===== config.mk =====
export PLATFORM = sky130hd
export DESIGN_NAME = handshake_receiver
export DESIGN_NICKNAME = d
export VERILOG_FILES = /design/src/rtl/handshake_receiver.sv
export SDC_FILE = /design/constraint.sdc
export NUM_CORES = 1
export LEC_CHECK = 0
export ABC_AREA = 1
export CAP_MARGIN = 20
export CORE_MARGIN = 2
export CORE_UTILIZATION = 37
export CTS_CLUSTER_SIZE = 8
export DETAILED_ROUTE_END_ITERATION = 10
export DONT_BUFFER_PORTS = 1
export GPL_ROUTABILITY_DRIVEN = 0
export PLACE_DENSITY = 0.59
export SLEW_MARGIN = 20
export SYNTH_ARGS = -nofsm -noshare
export SYNTH_HDL_FRONTEND = slang
export SYNTH_SLANG_ARGS = --single-unit
export TNS_END_PERCENT = 5

===== constraint.sdc =====
create_clock -name clk -period 2.6 [get_ports clk]
set_input_delay 0.39 -clock clk [delete_from_list [all_inputs] [get_ports clk]]
set_output_delay 0.39 -clock clk [all_outputs]
set_load 0.005 [all_outputs]

===== src/rtl/handshake_receiver.sv =====
// Valid/busy receiver feeding a first-word-fall-through buffer.
// A word offered while full is dropped and latches a sticky overflow.
module handshake_receiver #(
  parameter int WIDTH = 4,
  parameter int DEPTH = 4
) (
  input  logic                       clk,
  input  logic                       rstn,
  input  logic                       valid_in,
  input  logic [WIDTH-1:0]           data_in,
  output logic                       busy,
  input  logic                       rd_en,
  output logic [WIDTH-1:0]           data_out,
  output logic                       data_out_valid,
  output logic [$clog2(DEPTH):0]     count,
  output logic                       overflow
);

  localparam int AW = $clog2(DEPTH);
  localparam int CW = AW + 1;
  localparam logic [CW-1:0] FULL = CW'(DEPTH);

  logic [WIDTH-1:0] mem [DEPTH];
  logic [AW-1:0]    wr_ptr;
  logic [AW-1:0]    rd_ptr;
  logic             push;
  logic             pop;

  // Backpressure comes from occupancy alone, never from the pop request.
  assign busy           = (count == FULL);
  assign data_out_valid = (count != '0);
  assign data_out       = mem[rd_ptr];
  assign push           = valid_in && !busy;
  assign pop            = rd_en && data_out_valid;

  // Storage needs no reset; only occupied slots are ever observed.
  always_ff @(posedge clk) begin
    if (push) mem[wr_ptr] <= data_in;
  end

  // Pointers wrap naturally at DEPTH since DEPTH is a power of two.
  always_ff @(posedge clk or negedge rstn) begin
    if (!rstn) begin
      wr_ptr <= '0;
      rd_ptr <= '0;
    end else begin
      if (push) wr_ptr <= wr_ptr + AW'(1);
      if (pop)  rd_ptr <= rd_ptr + AW'(1);
    end
  end

  // Occupancy tracks the net effect of push and pop this edge.
  always_ff @(posedge clk or negedge rstn) begin
    if (!rstn) begin
      count <= '0;
    end else begin
      unique case ({push, pop})
        2'b10:   count <= count + CW'(1);
        2'b01:   count <= count - CW'(1);
        default: count <= count;
      endcase
    end
  end

  // Any word offered while full is lost; remember it until reset.
  always_ff @(posedge clk or negedge rstn) begin
    if (!rstn) begin
      overflow <= 1'b0;
    end else if (valid_in && busy) begin
      overflow <= 1'b1;
    end
  end

endmodule

==> flow_summary.yaml <==
sta:
  drv_slew: 0
  finalWorstPathRequiredPeriod_ps: 1860
  worst_hold_slack_ps: 166
  report.final.setup_viol: 0
  fmax_achieved_ghz: 0.537
  tightest_slew_ps: 424
  final_hold_vios: 0
  totalNegativeSetupSlack_ps: 0
  rsz0062_at_grt: "no"
  timing.max_slew.rel_slack: 0.716
  clock_skew_ps: 1.38
  fin_crit_share: 0.716
drt:
  drtPass1Iterations: 4
  post-route-drc-count: 0
  first_iter_violations: 6
  avgRoutedWirePerCell_um: 12.8
  routed-via-count: 703
  detail_route.vias_per_cell: 4.78
  final_antenna_net_count: 0
  drt-total-wl_mm: 1.88
synth:
  synthSimpleGateAreaFrac: 0.171
  synth_top_family_by_area: "simple AND/OR/NAND/NOR gates"
  synthTopCellsByCount: "sky130_fd_sc_hd__nand2_1, sky130_fd_sc_hd__inv_1, sky130_fd_sc_hd__edfxtp_1, sky130_fd_sc_hd__dfrtp_1, sky130_fd_sc_hd__o211ai_1"
  ys_top_cells_by_area: "sky130_fd_sc_hd__edfxtp_1, sky130_fd_sc_hd__dfrtp_1, sky130_fd_sc_hd__nand2_1, sky130_fd_sc_hd__inv_1, sky130_fd_sc_hd__ha_1"
  avgSynthCellArea_um2: 10.3
  yosys.area_share.adder: 0.0727
  syn_nets: 124
  post_synth_mux_area_share: 0
  syn-instance-count: 110
  library_cell_with_the_highest_instance_count_after_synthesis: "sky130_fd_sc_hd__nand2_1"
  synth_top_area_cell: "sky130_fd_sc_hd__edfxtp_1"
  compound_cell_area_share_of_the_yosys_netlist: 0.0573
  synth_largest_type_area_fraction: 0.423
  synth_enable_flop_cells: 16
  synthXorXnorAreaFrac: 0.00771
  synth_seq_cells: 24
  ys_types: 16
  seq_area_frac_synth: 0.599
  synth_warnings: 0
  postSynth.asyncResetShare: 0.333
  ys.flop_type: "sky130_fd_sc_hd__edfxtp_1"
  mappedNetlistArea_um2: 1140
critical_path:
  ff2ff_setup_slack_ps: 740
  critPathSlowestCell: "sky130_fd_sc_hd__dfrtp_1"
  critPathMostFrequentCell: "sky130_fd_sc_hd__nand2_1"
  r2r-start: "count[1]"
  worst_setup_path_end_kind: "register"
  criticalPathCategory: "register to register"
  worstPathCellList: "inv_1 -> nand3_2 -> nand2_4 -> ha_1 -> inv_1 -> fa_1 -> nand2_1 -> nand3_1 -> nand2_1 -> nand2_1"
  kind_of_launch_point_of_the_worst_setup_path: "register"
  timing.critical_path.slowest_cell_delay_ps: 430
  arrival_ps: 2080
  r2r-end: "count[2]"
  worstRegToRegCells: 10
  worstPathRequired_ps: 2820
  timing.critical_path.fanout_max: 7
flow_run:
  cap_viol_max_count: 0
global_route:
  grt_max_degree: 19
  initial_antenna_violation_count: 0
  global_route_wire_length_before_repair_mm: 3.06
  global_route.usage.total: 0.120
  first_global_vias: 695
  grt_overflow_total: 0
pwr:
  post-layout-total-power_mw: 1.32
  powerDensity_nw_per_um2: 1080
  p_leak_nw: 0.570
  vdd.ir_drop.worst_uv: 414
clock_network:
  cts_inserted_buffers: 3
  h_tree_level_count: 1
  postCtsHoldBufs: 1
  clock-root-buffer: "sky130_fd_sc_hd__clkbuf_4"
  tritoncts_sinks: 24
  tritoncts: "built"
  clk_latency_ps: 310
  post_cts.resized_instances: 0
  clkSlewWorstSetupHoldPaths_ps: 130
  cts-root-to-sink-buffers: 2
  postCtsSetupRepairBufs: 0
cells_and_area:
  post_route_cells_drive_above_1_share: 0.0702
  area_growth_syn_to_layout_pct: 8.15
  finish.net_count: 129
  n_antenna_cell: 0
  post_route_standard_cell_area_excluding_fillers_um2: 1230
min_path:
  timing.hold.worst.class: "input pin to register"
  hold_path_depth: 0
  worst_hold_endpoint: "mem[3][1]"
  timing.hold.worst.start: "data_in[1]"
place:
  placement.cell_area_um2: 1170
  place_hpwl_mm: 1.38
  numPortBuffers: 0
floorplanning:
  fp.dieW_um: 59.4
  number_of_primary_i_o_pins: 18
  fp.dieH_um: 59.4
  rows: 20
  floorplan.initialDensity: 0.382
  die_area_um2: 3530
  core-area_um2: 2980
outcome:
  run_status: "complete, no violations"
flip-flops by register name, indices dropped and copies added, names as in the netlist:
| register | count |
|---|---|
| wr_ptr | 2 |
| overflow | 1 |
| count | 3 |
| rd_ptr | 2 |
| mem | 16 |
area by class of cell:
cell class                 count  area (um2)
tap                           33        41.3
sequential                    24         681
clock inverter                 1        30.0
clock buffer                   3        22.5
multi-input combinational     60         350
timing repair buffer           1        10.0
fill                         293        1750
inverter                      25        93.8
worst max-delay path by stage:
| stage | startpoint | endpoint | slack (ps) | depth (start not counted) |
|---|---|---|---|---|
| 4_1_cts | count[1] | count[2] | 720 | 10 |
| 2_1_floorplan | count[0] | count[2] | 900 | 10 |
| 3_3_place_gp | count[1] | count[2] | 820 | 10 |
| 3_5_place_dp | count[1] | count[2] | 760 | 10 |
| 5_1_grt | count[2] | count[2] | 590 | 11 |
| 6_report | count[1] | count[2] | 740 | 10 |
layout by cell type (no fill, tap or decap):
cell and instances:
sky130_fd_sc_hd__bufinv_16 1, sky130_fd_sc_hd__clkbuf_4 3, sky130_fd_sc_hd__dfrtp_1 8, sky130_fd_sc_hd__dlygate4sd3_1 1, sky130_fd_sc_hd__edfxtp_1 16, sky130_fd_sc_hd__fa_1 1
sky130_fd_sc_hd__ha_1 5, sky130_fd_sc_hd__inv_1 24, sky130_fd_sc_hd__inv_2 1, sky130_fd_sc_hd__nand2_1 31, sky130_fd_sc_hd__nand2_4 1, sky130_fd_sc_hd__nand3_1 5
sky130_fd_sc_hd__nand3_2 2, sky130_fd_sc_hd__nand4_1 1, sky130_fd_sc_hd__nor2_1 4, sky130_fd_sc_hd__o211ai_1 8, sky130_fd_sc_hd__o21ai_0 1, sky130_fd_sc_hd__xnor2_1 1
cells by family (layout without fill, tap and decap cells):
kind of cell	after synthesis	after routing
AND/OR/NAND/NOR	44	44
adder cells (fa/ha/maj)	6	6
XOR/XNOR	1	1
flip-flops	24	24
AO/OA/AOI/OAI	9	9
buffers and inverters	26	30
report_power, final:
| group | internal (mW) | switching [mW] |
|---|---|---|
| sequential | 0.518 | 0.0769 |
| clock | 0.156 | 0.110 |
| combinational | 0.158 | 0.306 |
| total | 0.832 | 0.493 |
stage by stage:
stage,setup WS (ps),std cells,utilization
floorplan,901,110,-
global placement,822,142,0.392
detailed placement,762,142,0.392
CTS,716,147,0.413
global route,595,147,0.413
finish,739,147,0.413
routing by layer:
| metal | vias to the layer above | wire length, um | track usage |
|---|---|---|---|
| met2 | 14 | 963 | 0.199 |
| met4 | 0 | 33 | 0.0682 |
| li1 | 359 | - | - |
| met5 | - | 0 | 0 |
| met1 | 328 | 781 | 0.140 |
| met3 | 2 | 98 | 0.0284 |
critical path, delay by kind of cell, from the launching register on:
family                     cells  cell delay (ps)
buffers and inverters          2              220
and+or+nand+nor                6              570
adders and majority gates      2              560
DFF                            1              430
Power figures use the tool's default switching activity.
